**config.mk**
```make
export PLATFORM = sky130hd
export DESIGN_NAME = balance_bcd_converter
export DESIGN_NICKNAME = d
export VERILOG_FILES = /design/src/rtl/balance_bcd_converter_pkg.sv /design/src/rtl/balance_bcd_converter_bcd_digit_adj.sv /design/src/rtl/balance_bcd_converter.sv
export SDC_FILE = /design/constraint.sdc
export NUM_CORES = 1
export LEC_CHECK = 0
export CAP_MARGIN = 20
export CORE_UTILIZATION = 57
export CTS_CLUSTER_DIAMETER = 200
export DETAILED_ROUTE_END_ITERATION = 7
export DONT_BUFFER_PORTS = 1
export MAX_ROUTING_LAYER = met4
export PLACE_DENSITY = 0.72
export SLEW_MARGIN = 10
export SYNTH_ARGS = -nofsm -noshare
export SYNTH_HDL_FRONTEND = slang
export SYNTH_HIERARCHICAL = 1
export SYNTH_SLANG_ARGS = --single-unit
```
**constraint.sdc**
```tcl
create_clock -name clk -period 1.61 [get_ports clk]
set_input_delay 0.2415 -clock clk [delete_from_list [all_inputs] [get_ports clk]]
set_output_delay 0.2415 -clock clk [all_outputs]
set_load 0.01 [all_outputs]
```
**src/rtl/balance_bcd_converter_pkg.sv**
```systemverilog
// Shared constants for the balance binary-to-BCD converter: FSM encoding,
// digit width, saturation digit and the power-of-ten helper.
package balance_bcd_converter_pkg;

  typedef enum logic [1:0] {
    IDLE  = 2'd0,
    SHIFT = 2'd1,
    DONE  = 2'd2
  } state_e;

  localparam int         DIGIT_W   = 4;
  localparam logic [3:0] SAT_DIGIT = 4'd9;

  function automatic longint unsigned pow10(input int n);
    longint unsigned r;
    r = 1;
    for (int i = 0; i < n; i++) r = r * 10;
    return r;
  endfunction

endpackage

```
**src/rtl/balance_bcd_converter_bcd_digit_adj.sv**
```systemverilog
// Single BCD digit correction cell for double dabble: add 3 when the digit is >= 5.
module bcd_digit_adj
  import balance_bcd_converter_pkg::*;
(
  input  logic [DIGIT_W-1:0] dig_i,
  output logic [DIGIT_W-1:0] dig_o
);

  assign dig_o = (dig_i >= DIGIT_W'(5)) ? dig_i + DIGIT_W'(3) : dig_i;

endmodule

```
**src/rtl/balance_bcd_converter.sv**
```systemverilog
// Sequential binary-to-BCD converter (shift-and-add-3, one bit per clock).
// Optional leading-zero blanking enabled by defining BCD_LEADING_ZERO_BLANK_EN.
module balance_bcd_converter
  import balance_bcd_converter_pkg::*;
#(
  parameter int BIN_W  = 12,
  parameter int DIGITS = 4
) (
  input  logic                      clk,
  input  logic                      rst_n,
  input  logic [BIN_W-1:0]          binIn,
  input  logic                      inValid,
  output logic                      inReady,
  output logic [DIGIT_W*DIGITS-1:0] bcdOut,
  output logic                      done,
  output logic                      ovf,
  output logic [DIGITS-1:0]         blankMask
);

  localparam int BCD_W = DIGIT_W * DIGITS;
  localparam int CMP_W = ((BIN_W > BCD_W) ? BIN_W : BCD_W) + 1;
  localparam logic [CMP_W-1:0] LIMIT = CMP_W'(pow10(DIGITS));
  localparam int CNT_W = $clog2(BIN_W + 1);

  state_e                          state_q, state_d;
  logic [BIN_W-1:0]                shift_q, shift_d;
  logic [DIGITS-1:0][DIGIT_W-1:0]  scr_q, scr_d, scr_adj;
  logic [CNT_W-1:0]                cnt_q, cnt_d;
  logic                            ovf_flag_q, ovf_flag_d;
  logic [BCD_W-1:0]                bcd_q, bcd_d;
  logic [DIGITS-1:0]               blank_q, blank_d;
  logic                            ovf_q, done_q;
  logic                            accept, load_out;

  for (genvar g = 0; g < DIGITS; g++) begin : g_adj
    bcd_digit_adj u_adj (.dig_i(scr_q[g]), .dig_o(scr_adj[g]));
  end

  always_ff @(posedge clk or negedge rst_n) begin
    if (!rst_n) state_q <= IDLE;
    else        state_q <= state_d;
  end

  always_comb begin
    state_d = state_q;
    case (state_q)
      IDLE:    if (inValid) state_d = SHIFT;
      SHIFT:   if (cnt_q == CNT_W'(1)) state_d = DONE;
      DONE:    state_d = IDLE;
      default: state_d = IDLE;
    endcase
  end

  always_comb begin
    inReady  = (state_q == IDLE);
    accept   = inValid && (state_q == IDLE);
    load_out = (state_q == DONE);
  end

  always_comb begin
    shift_d    = shift_q;
    scr_d      = scr_q;
    cnt_d      = cnt_q;
    ovf_flag_d = ovf_flag_q;
    if (accept) begin
      shift_d    = binIn;
      scr_d      = '0;
      cnt_d      = CNT_W'(BIN_W);
      ovf_flag_d = (CMP_W'(binIn) >= LIMIT);
    end else if (state_q == SHIFT) begin
      // bits leaving the top digit are dropped; only reachable on overflow
      {scr_d, shift_d} = {scr_adj, shift_q} << 1;
      cnt_d            = cnt_q - CNT_W'(1);
    end
  end

  assign bcd_d = ovf_flag_q ? {DIGITS{SAT_DIGIT}} : scr_q;

`ifdef BCD_LEADING_ZERO_BLANK_EN
  logic all_zero;
  always_comb begin
    blank_d  = '0;
    all_zero = 1'b1;
    for (int i = DIGITS - 1; i > 0; i--) begin
      all_zero   = all_zero && (scr_q[i] == '0);
      blank_d[i] = all_zero && !ovf_flag_q;
    end
  end
`else
  assign blank_d = '0;
`endif

  always_ff @(posedge clk or negedge rst_n) begin
    if (!rst_n) begin
      shift_q    <= '0;
      scr_q      <= '0;
      cnt_q      <= '0;
      ovf_flag_q <= 1'b0;
      bcd_q      <= '0;
      blank_q    <= '0;
      ovf_q      <= 1'b0;
      done_q     <= 1'b0;
    end else begin
      shift_q    <= shift_d;
      scr_q      <= scr_d;
      cnt_q      <= cnt_d;
      ovf_flag_q <= ovf_flag_d;
      done_q     <= load_out;
      if (load_out) begin
        bcd_q   <= bcd_d;
        blank_q <= blank_d;
        ovf_q   <= ovf_flag_q;
      end
    end
  end

  assign bcdOut    = bcd_q;
  assign done      = done_q;
  assign ovf       = ovf_q;
  assign blankMask = blank_q;

endmodule
```
# --- Word level (Yosys, flattened, before mapping) ---
# Cells that the tools add are included.
totals:
  regBits: 51
  inputBits: 15
  output_inout_bits: 23
  elab_cells: 40
classes:
  add_sub_neg: 5
  n_lt_le_gt_ge: 4
  eq_ne: 5
  mux: 13
  reduce_logical: 4
op_table:
  columns: ["operator", "count"]
  rows:
  - ["16-bit two-way mux", 2]
  - ["12-bit two-way mux", 2]
  - ["4-bit two-way mux", 5]
  - ["4-bit by 3-bit greater-or-equal comparator with 1-bit output, second input constant", 4]
  - ["4-bit by 2-bit adder with 4-bit output, second input constant", 3]
  - ["4-bit by 1-bit == test with 1-bit output, second input constant", 1]
  - ["2-bit two-way mux", 2]
  - ["2-bit != test, second input constant", 2]
  - ["2-bit one-hot mux with 2 select lines", 1]
  - ["4-bit by 1-bit subtractor with 4-bit output, second input constant", 1]
  - ["3-bit by 2-bit adder with 3-bit output, second input constant", 1]
  - ["3-bit two-way mux", 1]
  - ["2-bit by 1-bit == test with 1-bit output, second input constant", 1]
  - ["2-bit == test, second input constant", 1]
  - ["2-bit zero test", 1]
  - ["2-bit AND reduction", 1]
  - ["2-bit nonzero test", 1]
  - ["1-bit logical AND", 1]

# --- Longest topological paths before layout ---
depth:
  ltp_word: 4
  mapped_depth: 7
  ltp_nobuf: 7

# --- Modules after synthesis ---
# The synthesis kept the hierarchy.
modules_own_cells:
  columns: ["mod", "instances", "cells_each", "area_each_um2", "seq_area_each_um2"]
  rows:
  - ["balance_bcd_converter", 1, 192, 2088.3, 1276.2]
  - ["bcd_digit_adj", 4, 16, 101.3, 0.0]

# --- Least setup slack after synthesis ---
# No wires, ideal clock.
synth_path:
  path_type: "register -> register"
  from: "reg scr_q[8] (netlist name)"
  to: "reg scr_q[10] (netlist name)"
  setup_time_ns: 0.083
  t_arrival_ns: 1.231
  required_time_ns: 1.527
  setup_slack_ns: 0.296
  path_stages_with_launch: 7
  path_buffers: 0
  synth_period_minus_slack_ns: 1.314
  cell_sequence: "dfrtp_1 -> ha_1 -> nand2b_1 -> a21oi_2 -> mux2i_1 -> nand2_1 -> o21ai_0"
synth_lines:
  columns: ["item", "line_no", "text"]
  rows:
  - ["from (decl)", "balance_bcd_converter.sv:27", "logic [DIGITS-1:0][DIGIT_W-1:0] scr_q, scr_d, scr_adj;"]
  - ["from (signal assigned)", "balance_bcd_converter.sv:105", "scr_q <= scr_d;"]

==> impl_results.md <==
* Via count at 1667
* Critical Path RT at about 1.8 ns
* H-Tree Depth at 2
* Non-Filler Instances at slightly above 300
* First-pass GRT wire length at a little over 7000 um
* PD cells at roughly 2000 nW/um^2
* Die span in y at between 60 and 70 um
* Worst Clk Skew at 0.00639 ns
* Status: completed
* Antenna diodes at 0
* Setup violations, final at 0
* Total congestion overflow at 0
* Final period util at 0.910
* Final hold vios at 0
* Post-synthesis cell count at 252
* Final ANT Viol Nets at 0
* CTS tree: built
* Final slew viol count at 0
* Max_cap viols at 0
* Starting Density at 0.605
* Total track usage at 0.217
* Initial antenna violation count at 0
* CTS Buf Count at 5
* Count of port buffers added during placement at 0
* Area growth syn-to-layout at 8.30%
* Vias in the first global route at between 1500 and 2000
* DRC at 0
* Largest net degree at the start of global routing at 52
* Max Buffers Root-to-Sink at 2
* Clock Sinks at 51
* DRT iter0 DRCs at about 130
* Nets at between 200 and 300
* GRT busiest layer: met2
* Placed Cells at around 300
* Unrepaired setup endpoints after global routing: false
* Pwr Total at 5.36 mW
* Root Buffer: clkbuf_8
* First-pass detailed-route iteration total at 4
* Worst-margin pin slew at roughly 0.85 ns
* I/O pin cnt at 38
* Total negative slack at 0 ns
* Startpoint types: flop
* Routed len/inst at 13.5 um
* RePlAce Congestion at 0.793
* Chip width at between 60 and 70 um
* Met3 usage at 0.0517
* Yosys warns at 6
* Reg clk slew, reported paths at 0.09 ns
* Cell Rows at 23
* Vias per cell at 5.43
* Core Area at 4090 um^2
* Period minus WS final at about 1.5 ns
* Met2 usage at 0.349
* Worst skew pair latency at 0.31 ns
* Arrival time at the worst endpoint at roughly 1.7 ns
* Met1 usage at 0.266
* Synthesized area at about 2500 um^2
* Slew margin rel. at 0.430
* Min-delay worst type: primary input to flop
* Final WL at between 4000 and 5000 um
* Leak pwr at 1.31 nW
* CP endpoint kind: flop
* Ratio of cells with drive above 1 in the final layout at 0.109
* Hold_ws at around 0.047 ns
* Crit-path max FO at 6
* WS Path Type: flop to flop
* Final core occ at 0.656
* Die Area at approximately 4600 um^2
* DP Wirelength at ~2700 um
* Peak supply drop at approximately 0.0009 V
* Syn Area/Cell at just under 10 um^2
* Fmax at 0.682 GHz
==> layout make-up <==
cell class                 instances  area, um^2
clock buffer                       6        72.6
clock inverter                     2        60.1
fill                             333        1410
inverter                          10        37.5
multi-input combinational        179        1080
sequential                        51        1280
tap                               50        62.6
timing repair buffer               9        90.1
==> cells in the final DEF, fill, tap and decap left out, types with 7 or more instances in the layout <==
cell type,count
nand2_1,74
dfrtp_1,51
o21ai_0,21
a22oi_1,11
inv_1,10
ha_1,10
mux2_1,9
nand2b_1,8
mux2_2,7
buf_4,7
==> path summary, 6_finish.rpt <==
path | from | end | slack [ns] | cells past startpoint
max in group asynchronous | rst_n | bcdOut[0] | 0.96 | 2
setup reg to reg | scr_q[8] | scr_q[10] | 0.14 | 6
min in group asynchronous | rst_n | done | 0.43 | 2
setup / recovery | scr_q[8] | scr_q[10] | 0.14 | 6
hold reg to reg | cnt_q[3] | cnt_q[3] | 0.49 | 1
hold / removal | binIn[0] | shift_q[0] | 0.05 | 2
==> through the flow <==
step / instance area [um^2] / setup WS [ns]
2_1_floorplan: 2490 / 0.296
3_3_place_gp: 2510 / 0.201
3_5_place_dp: 2510 / 0.153
4_1_cts: 2680 / 0.134
5_1_grt: 2680 / 0.0201
6_report: 2680 / 0.145
==> critical path, cell delays in order (launching register included) <==
cell and delay [ns]:
dfrtp_1 0.45, ha_1 0.21, nand2b_1 0.16, a21oi_2 0.20
mux2i_1 0.22, nand2_1 0.06, o21ai_0 0.08
==> where the power goes <==
group          internal (mW)  switching (mW)
clock network          0.621           0.414
logic                  0.890            1.08
registers               1.81           0.538
==> per-layer routing <==
layer / share of wire / vias to the layer above
met5: 0 / -
met4: 0.018 / 0
met3: 0.040 / 6
met2: 0.48 / 37
met1: 0.47 / 796
li1: - / 828
==> sequential cells by signal (all words and copies together) (netlist names) <==
name / flops
bcdOut: 16
shift_q: 12
cnt_q: 4
state_q: 2
done: 1
scr_q: 16
==> timing repair <==
action	4_1_cts	5_1_grt
hold endpoints to repair	51	0
hold buffers	2	0
resized for setup	0	0
setup endpoints to repair	0	0
setup buffers	0	0
No activity file was read; power rests on OpenSTA's default activity.
